`src/rtl/mem_port_arbiter_pkg.sv`:
```
// memarb_pkg: shared types and constants for the memory port arbiter.
//   owner_e      - which requester a read belongs to (fetch or data port)
//   *_DEF        - default address/data widths of the memory port
//   STARVE_W     - width of the fetch starvation counter
package memarb_pkg;
  typedef enum logic {
    OWN_IF = 1'b0,
    OWN_DM = 1'b1
  } owner_e;

  localparam int ADDR_W_DEF = 16;
  localparam int DATA_W_DEF = 16;
  localparam int STARVE_W   = 4;
endpackage

```
`src/rtl/mem_port_arbiter_if.sv`:
```
// mem_port_arbiter_if: bundles the fetch port, the data port and the memory
// slave port seen by the arbiter.
//   slave  modport - the arbiter's view (takes requests, drives memory)
//   master modport - the surrounding system's view (core ports + memory)
interface mem_port_arbiter_if import memarb_pkg::*; #(
  parameter int ADDR_W = ADDR_W_DEF,
  parameter int DATA_W = DATA_W_DEF
) ();
  // fetch port
  logic              if_req;
  logic [ADDR_W-1:0] if_addr;
  logic              if_gnt;
  logic              if_rvalid;
  logic [DATA_W-1:0] if_rdata;
  // data port
  logic                dm_req;
  logic                dm_we;
  logic [ADDR_W-1:0]   dm_addr;
  logic [DATA_W-1:0]   dm_wdata;
  logic [DATA_W/8-1:0] dm_be;
  logic                dm_gnt;
  logic                dm_rvalid;
  logic [DATA_W-1:0]   dm_rdata;
  // memory slave port
  logic [ADDR_W-1:0]   mem_address;
  logic                mem_clken;
  logic                mem_chipselect;
  logic                mem_write;
  logic [DATA_W-1:0]   mem_writedata;
  logic [DATA_W/8-1:0] mem_byteenable;
  logic [DATA_W-1:0]   mem_readdata;

  modport slave (
    input  if_req, if_addr, dm_req, dm_we, dm_addr, dm_wdata, dm_be, mem_readdata,
    output if_gnt, if_rvalid, if_rdata, dm_gnt, dm_rvalid, dm_rdata,
           mem_address, mem_clken, mem_chipselect, mem_write, mem_writedata, mem_byteenable
  );

  modport master (
    output if_req, if_addr, dm_req, dm_we, dm_addr, dm_wdata, dm_be, mem_readdata,
    input  if_gnt, if_rvalid, if_rdata, dm_gnt, dm_rvalid, dm_rdata,
           mem_address, mem_clken, mem_chipselect, mem_write, mem_writedata, mem_byteenable
  );
endinterface

```
`src/rtl/mem_port_arbiter_read_tag_pipe.sv`:
```
// read_tag_pipe: delay line of {valid, owner} tags that follows each read
// through the memory so returning data can be steered to its requester.
//   clk, reset           - clock, synchronous active-high clear of all tags
//   in_valid, in_owner   - tag entering at this clock edge
//   out_valid, out_owner - tag leaving after DEPTH edges
module read_tag_pipe import memarb_pkg::*; #(
  parameter int DEPTH = 2
) (
  input  logic   clk,
  input  logic   reset,
  input  logic   in_valid,
  input  owner_e in_owner,
  output logic   out_valid,
  output owner_e out_owner
);
  logic [DEPTH-1:0] vld_pipe_q, vld_pipe_d;
  logic [DEPTH-1:0] own_pipe_q, own_pipe_d;

  always_comb begin
    vld_pipe_d = {vld_pipe_q[DEPTH-2:0], in_valid};
    own_pipe_d = {own_pipe_q[DEPTH-2:0], logic'(in_owner)};
  end

  always_ff @(posedge clk) begin
    if (reset) begin
      vld_pipe_q <= '0;
      own_pipe_q <= '0;
    end else begin
      vld_pipe_q <= vld_pipe_d;
      own_pipe_q <= own_pipe_d;
    end
  end

  assign out_valid = vld_pipe_q[DEPTH-1];
  assign out_owner = owner_e'(own_pipe_q[DEPTH-1]);
endmodule

```
`src/rtl/mem_port_arbiter.sv`:
```
// mem_port_arbiter: merges the core's fetch read port and data read/write
// port onto one fixed-latency memory slave port.
//   clk, reset - clock, synchronous active-high reset
//   bus        - fetch/data request ports and the memory command/readdata
// The data port normally wins; once fetch has been refused STARVE_LIMIT
// cycles in a row it wins instead. The winning request is registered onto
// the memory port; reads carry a tag that emerges with the read data.
module mem_port_arbiter import memarb_pkg::*; #(
  parameter int ADDR_W       = ADDR_W_DEF,
  parameter int DATA_W       = DATA_W_DEF,
  parameter int READ_LATENCY = 1,
  parameter int STARVE_LIMIT = 4
) (
  input logic               clk,
  input logic               reset,
  mem_port_arbiter_if.slave bus
);
  localparam logic [STARVE_W-1:0] LIMIT = STARVE_W'(STARVE_LIMIT);

  logic [STARVE_W-1:0] starve_cnt_q, starve_cnt_d;
  logic                cs_q, cs_d;
  logic                we_q, we_d;
  logic [ADDR_W-1:0]   addr_q, addr_d;
  logic [DATA_W-1:0]   wdata_q, wdata_d;
  logic [DATA_W/8-1:0] be_q, be_d;
  logic                if_gnt, dm_gnt;
  logic                tag_vld;
  owner_e              tag_own;

  always_comb begin
    dm_gnt = bus.dm_req & ~reset & ~(bus.if_req & (starve_cnt_q == LIMIT));
    if_gnt = bus.if_req & ~reset & ~dm_gnt;

    // counts consecutive refused fetch cycles, saturating at the limit
    starve_cnt_d = starve_cnt_q;
    if (~bus.if_req | if_gnt)     starve_cnt_d = '0;
    else if (starve_cnt_q != LIMIT) starve_cnt_d = starve_cnt_q + 1'b1;

    // address/data/byteenable hold through idle cycles
    cs_d    = dm_gnt | if_gnt;
    we_d    = dm_gnt & bus.dm_we;
    addr_d  = addr_q;
    wdata_d = wdata_q;
    be_d    = be_q;
    if (dm_gnt) begin
      addr_d  = bus.dm_addr;
      wdata_d = bus.dm_wdata;
      be_d    = bus.dm_we ? bus.dm_be : '1;
    end else if (if_gnt) begin
      addr_d  = bus.if_addr;
      be_d    = '1;
    end
  end

  always_ff @(posedge clk) begin
    if (reset) begin
      starve_cnt_q <= '0;
      cs_q         <= 1'b0;
      we_q         <= 1'b0;
      addr_q       <= '0;
      wdata_q      <= '0;
      be_q         <= '0;
    end else begin
      starve_cnt_q <= starve_cnt_d;
      cs_q         <= cs_d;
      we_q         <= we_d;
      addr_q       <= addr_d;
      wdata_q      <= wdata_d;
      be_q         <= be_d;
    end
  end

  // one stage for the command register plus one per memory latency cycle
  read_tag_pipe #(.DEPTH(1 + READ_LATENCY)) u_tags (
    .clk       (clk),
    .reset     (reset),
    .in_valid  (if_gnt | (dm_gnt & ~bus.dm_we)),
    .in_owner  (dm_gnt ? OWN_DM : OWN_IF),
    .out_valid (tag_vld),
    .out_owner (tag_own)
  );

  assign bus.if_gnt         = if_gnt;
  assign bus.dm_gnt         = dm_gnt;
  assign bus.if_rvalid      = tag_vld & (tag_own == OWN_IF) & ~reset;
  assign bus.dm_rvalid      = tag_vld & (tag_own == OWN_DM) & ~reset;
  assign bus.if_rdata       = bus.mem_readdata;
  assign bus.dm_rdata       = bus.mem_readdata;
  assign bus.mem_clken      = 1'b1;
  assign bus.mem_chipselect = cs_q;
  assign bus.mem_write      = we_q;
  assign bus.mem_address    = addr_q;
  assign bus.mem_writedata  = wdata_q;
  assign bus.mem_byteenable = be_q;
endmodule
```
`src/flat_wrapper.sv`:
```
// flat-port wrapper written by rule: the top's interface ports become plain ports
module mem_port_arbiter_flat import memarb_pkg::*;
#(
  parameter int ADDR_W       = ADDR_W_DEF,
  parameter int DATA_W       = DATA_W_DEF,
  parameter int READ_LATENCY = 1,
  parameter int STARVE_LIMIT = 4
)
  (clk, reset, bus_if_req, bus_if_addr, bus_dm_req, bus_dm_we, bus_dm_addr, bus_dm_wdata, bus_dm_be, bus_mem_readdata, bus_if_gnt, bus_if_rvalid, bus_if_rdata, bus_dm_gnt, bus_dm_rvalid, bus_dm_rdata, bus_mem_address, bus_mem_clken, bus_mem_chipselect, bus_mem_write, bus_mem_writedata, bus_mem_byteenable);
  mem_port_arbiter_if #(.ADDR_W(ADDR_W), .DATA_W(DATA_W)) bus_i ();
  input logic clk;
  input logic reset;
  input wire logic [$bits(bus_i.if_req)-1:0] bus_if_req;
  input wire logic [$bits(bus_i.if_addr)-1:0] bus_if_addr;
  input wire logic [$bits(bus_i.dm_req)-1:0] bus_dm_req;
  input wire logic [$bits(bus_i.dm_we)-1:0] bus_dm_we;
  input wire logic [$bits(bus_i.dm_addr)-1:0] bus_dm_addr;
  input wire logic [$bits(bus_i.dm_wdata)-1:0] bus_dm_wdata;
  input wire logic [$bits(bus_i.dm_be)-1:0] bus_dm_be;
  input wire logic [$bits(bus_i.mem_readdata)-1:0] bus_mem_readdata;
  output wire logic [$bits(bus_i.if_gnt)-1:0] bus_if_gnt;
  output wire logic [$bits(bus_i.if_rvalid)-1:0] bus_if_rvalid;
  output wire logic [$bits(bus_i.if_rdata)-1:0] bus_if_rdata;
  output wire logic [$bits(bus_i.dm_gnt)-1:0] bus_dm_gnt;
  output wire logic [$bits(bus_i.dm_rvalid)-1:0] bus_dm_rvalid;
  output wire logic [$bits(bus_i.dm_rdata)-1:0] bus_dm_rdata;
  output wire logic [$bits(bus_i.mem_address)-1:0] bus_mem_address;
  output wire logic [$bits(bus_i.mem_clken)-1:0] bus_mem_clken;
  output wire logic [$bits(bus_i.mem_chipselect)-1:0] bus_mem_chipselect;
  output wire logic [$bits(bus_i.mem_write)-1:0] bus_mem_write;
  output wire logic [$bits(bus_i.mem_writedata)-1:0] bus_mem_writedata;
  output wire logic [$bits(bus_i.mem_byteenable)-1:0] bus_mem_byteenable;
  assign bus_i.if_req = bus_if_req;
  assign bus_i.if_addr = bus_if_addr;
  assign bus_i.dm_req = bus_dm_req;
  assign bus_i.dm_we = bus_dm_we;
  assign bus_i.dm_addr = bus_dm_addr;
  assign bus_i.dm_wdata = bus_dm_wdata;
  assign bus_i.dm_be = bus_dm_be;
  assign bus_i.mem_readdata = bus_mem_readdata;
  assign bus_if_gnt = bus_i.if_gnt;
  assign bus_if_rvalid = bus_i.if_rvalid;
  assign bus_if_rdata = bus_i.if_rdata;
  assign bus_dm_gnt = bus_i.dm_gnt;
  assign bus_dm_rvalid = bus_i.dm_rvalid;
  assign bus_dm_rdata = bus_i.dm_rdata;
  assign bus_mem_address = bus_i.mem_address;
  assign bus_mem_clken = bus_i.mem_clken;
  assign bus_mem_chipselect = bus_i.mem_chipselect;
  assign bus_mem_write = bus_i.mem_write;
  assign bus_mem_writedata = bus_i.mem_writedata;
  assign bus_mem_byteenable = bus_i.mem_byteenable;
  mem_port_arbiter #(.ADDR_W(ADDR_W), .DATA_W(DATA_W), .READ_LATENCY(READ_LATENCY), .STARVE_LIMIT(STARVE_LIMIT)) u_core (.clk(clk), .reset(reset), .bus(bus_i));
endmodule
```
`config.mk`:
```
export PLATFORM = sky130hd
export DESIGN_NAME = mem_port_arbiter_flat
export DESIGN_NICKNAME = d
export VERILOG_FILES = /design/src/rtl/mem_port_arbiter_pkg.sv /design/src/rtl/mem_port_arbiter_if.sv /design/src/rtl/mem_port_arbiter_read_tag_pipe.sv /design/src/rtl/mem_port_arbiter.sv /design/src/flat_wrapper.sv
export SDC_FILE = /design/constraint.sdc
export NUM_CORES = 1
export LEC_CHECK = 0
export CAP_MARGIN = 5
export CORE_MARGIN = 2
export CORE_UTILIZATION = 37
export CTS_BUF_LIST = sky130_fd_sc_hd__clkbuf_8
export CTS_CLUSTER_DIAMETER = 80
export DETAILED_ROUTE_END_ITERATION = 10
export GPL_TIMING_DRIVEN = 0
export HOLD_SLACK_MARGIN = 0.12
export PLACE_DENSITY = 0.87
export SYNTH_ARGS = -nofsm -noshare
export SYNTH_HDL_FRONTEND = slang
export SYNTH_SLANG_ARGS = --single-unit
```
`constraint.sdc`:
```
create_clock -name clk -period 1.9 [get_ports clk]
set_input_delay 0.19 -clock clk [delete_from_list [all_inputs] [get_ports clk]]
set_output_delay 0.19 -clock clk [all_outputs]
set_load 0.01 [all_outputs]
```
==> results.md <==
- Reg-to-Reg Start: u_core.starve_cnt_q[0]
- # hold bufs at CTS: 0
- Multiplexer share of the synthesized area: approximately 11%
- HP Start: u_core.starve_cnt_q[0]
- Worst setup EP type: primary output
- First-pass GRT wire length: 9430 µm
- Post-synth top flop: dfxtp_1
- Bufs and invs on worst path: 3
- Rows: 28
- Clock share of power: 26.5%
- Die H: approximately 82 µm
- # DRC: 0
- Clk slew on worst S/H paths: 0.09 ns
- PD cells: 601 nW/µm²
- Number of synthesized register bits: 44
- Cell family with most CP delay: buffers and inverters
- Vias in the first global route: 2,132
- Post-synth EDFFs: 0
- Synth Warn #: 0
- Compound-Gate Fraction of Synth Area: between 10% and 20%
- Synth Cell Area: 2230 µm²
- Final hold violation count: 0
- Worst R2R Setup Slack: 0.16 ns
- Cell accounting for the most synthesized area: dfxtp_1
- Die width: 81.6 µm
- Adder-cell share of the synthesized area: 1.12%
- Avg WL per Cell: 13.6 µm
- Routed vias: ~2,100
- Via density: just under 5
- Area share of the largest cell type after synthesis: 39.6%
- Sequential-to-total area share from yosys stat: 39.6%
- Mean area per synthesized cell: 9.81 µm²
- Initial core utilization: 37.8%
- Clock Path Buffers: 2
- Worst-path fanout max: 19
- Async set or reset register ratio after synthesis: 0%
- Most used cell, CP: clkdlybuf4s50_1
- Drt pass-1 iters: 4
- Net Switching: a little under 0.6 mW
- Area Overhead vs Synth: 66.1%
- Number of distinct library cells after synthesis: 34
- Post-layout total power: 2.22 mW
- Arr. time, crit path: 1.62 ns
- Largest net degree at the start of global routing: 20
- Initial antenna violation count: 0
- Achievable Freq: 0.552 GHz
- Num ports: 144
- CP Cell Sequence: clkdlybuf4s50_1 -> buf_6 -> and3b_1 -> clkdlybuf4s50_1
- Core area: 5890 µm²
- Minimum clock period: 1.81 ns
- Antenna Cells: 0
- Worst Hold Depth: 1
- Hold Crit Class: flop to flop
- Slowest stage delay, CP: roughly 0.53 ns
- Clk_lat worst skew: about 0.30 ns
- Int Pwr: 1.65 mW
- Final Max Slew Viols: 0
- Hold EP: u_core.starve_cnt_q[0]
- Util after Layout: 62.8%
- Status: finished clean
- Critical Path Start Type: input port
- LEAKAGE: about 1.5 nW
- Final wirelength: 5930 µm
- Total gr overflow: 0
- Full die area: around 6700 µm²
- Crit Path Category: input port to primary output
- Filler cells: 494
- Post-synthesis simple-gate area fraction: 13.7%
- Largest family of logic cells by synthesized area: compound AO/OA/AOI/OAI gates
- Fraction of power consumed by sequential logic: 45.8%
- Layout cells sized above 1: 22.1%
- # nets final: 434
- Cts bufs inserted: 5
- DR iter-0 viols: between 40 and 50
- H-tree levels: 2
- Logic pwr share: 27.8%
- CP required: 1.71 ns
- GRT Total Usage: 18.2%
- Most frequent cells in the layout: clkdlybuf4s50_1 (123), dfxtp_1 (42), buf_4 (36)
- Final worst-path cycle share: about 95%
- Most common cell after layout, fill and taps aside: clkdlybuf4s50_1
- Antenna viol nets, final: 0
- Synth top area cells: dfxtp_1 (40%), buf_4 (11%), mux2_4 (10%)
- CTS root buf: clkbuf_8
- Reg-to-Reg End: u_core.bus.mem_writedata[2]
- Gpl congestion: roughly 0.72
- Post-synthesis xor/xnor area fraction: less than 1%
- Clock Sink Count: 44
- Worst R2R Path Depth: 8
- Mapped Nets: 300
- Crit-path slowest cell: clkdlybuf4s50_1
- RSZ-0062 raised after global routing: no
- VDD IR-drop max: 0.359 mV
- CTS tree: done
- Net Sw Frac: 26.0%
- Max Cap Viol: 0
- I/O Buffers: 126
- HPWL after DPL: 4560 µm
- Final setup vio count: 0
- Number of cells produced by synthesis: 227
- Layout Skew: just under 0.007 ns
## area by class of cell
| type | count | area [µm²] | share of cell area, % |
|---|---|---|---|
| timing repair buffer | 129 | 1280 | 34.5 |
| multi-input combinational | 128 | 972 | 26.3 |
| sequential | 44 | 883 | 23.9 |
| buffer | 48 | 367 | 9.91 |
| tap | 75 | 93.8 | 2.54 |
| clock buffer | 5 | 68.8 | 1.86 |
| clock inverter | 3 | 18.8 | 0.507 |
| inverter | 5 | 18.8 | 0.507 |
## how the worst max path moves through the flow
stage                      startpoint                            to  slack [ns]  cells after the start
2_1_floorplan  u_core.starve_cnt_q[0]  u_core.bus.mem_writedata[10]        0.23                      7
3_3_place_gp                    reset                 bus_if_rvalid       -0.39                      5
3_5_place_dp                    reset                 bus_if_rvalid       -0.44                      5
4_1_cts        u_core.starve_cnt_q[0]                    bus_dm_gnt        0.01                      7
5_1_grt                         reset                 bus_dm_rvalid        0.03                      4
6_report                        reset                 bus_dm_rvalid        0.09                      4
## logic make-up after synthesis
logic type,Yosys count
and+or+nand+nor,54
adders and majority gates,2
AOI/OAI and AO/OA,53
DFF,44
buffers and inverters,55
muxes,17
xor gates and xnor gates,1
other,1
## synth_stat cells (2+ instances only)
master and count:
ha_1 2, inv_1 5, nor2_1 25, dfxtp_1 44
o21ai_0 12, mux2_4 15, clkbuf_1 5, a311oi_1 18
buf_2 7, buf_6 2, buf_4 33, a211oi_1 16
o21ai_1 4, nor2b_1 18, buf_8 2
## sequential cells by signal (all words and copies together) (netlist names)
register                   count
u_core.bus.mem_address        16
u_core.bus.mem_writedata      16
u_core.starve_cnt_q            4
u_core.bus.mem_byteenable      2
u_core.u_tags.own_pipe_q       2
u_core.u_tags.vld_pipe_q       2
u_core.bus.mem_chipselect      1
u_core.bus.mem_write           1
## power groups by stage
| stage | Clock (mW) | Sequential, mW | Combinational (mW) |
|---|---|---|---|
| after CTS | 0.605 | 1.02 | 0.621 |
| after floorplan | 0 | 1.06 | 0.248 |
| after detailed placement | 0 | 1.04 | 0.616 |
| after global routing | 0.652 | 1.02 | 0.663 |
| final | 0.589 | 1.02 | 0.617 |
| after global placement | 0 | 1.04 | 0.604 |
## worst register-to-register path: cells and delay by family, from the launching register on
kind | cells | cell delay, ns
multiplexers | 1 | 0.31
adder cells (fa/ha/maj) | 1 | 0.20
buffers and inverters | 4 | 0.46
AND/OR/NAND/NOR | 2 | 0.31
flip-flops | 1 | 0.34
## what timing repair did
action,in CTS,in global routing
endpoints found under the setup margin,4,2
setup buffers,2,1
pin swaps,1,0
resized for setup,10,3
## per-stage QoR
| stage | worst slack (ns) | hold WS, ns | area [µm²] | TNS, ns | std cells |
|---|---|---|---|---|---|
| after global routing | 0.0278 | 0.429 | 3700 | 0 | 437 |
| after detailed placement | -0.439 | 0.428 | 3580 | -2.18 | 428 |
| final | 0.0892 | 0.416 | 3700 | 0 | 437 |
| after global placement | -0.390 | 0.422 | 3580 | -1.76 | 428 |
| after floorplan | 0.226 | 0.296 | 2230 | 0 | 227 |
| after CTS | 0.0116 | 0.446 | 3690 | 0 | 436 |
## layer usage
metal  track usage [%]  part of all wire, %
met1              21.1                   40
met2              32.5                   51
met5                 0                    0
met4              6.83                  1.8
met3              4.40                  7.9
(Power assumes the default switching activity.)
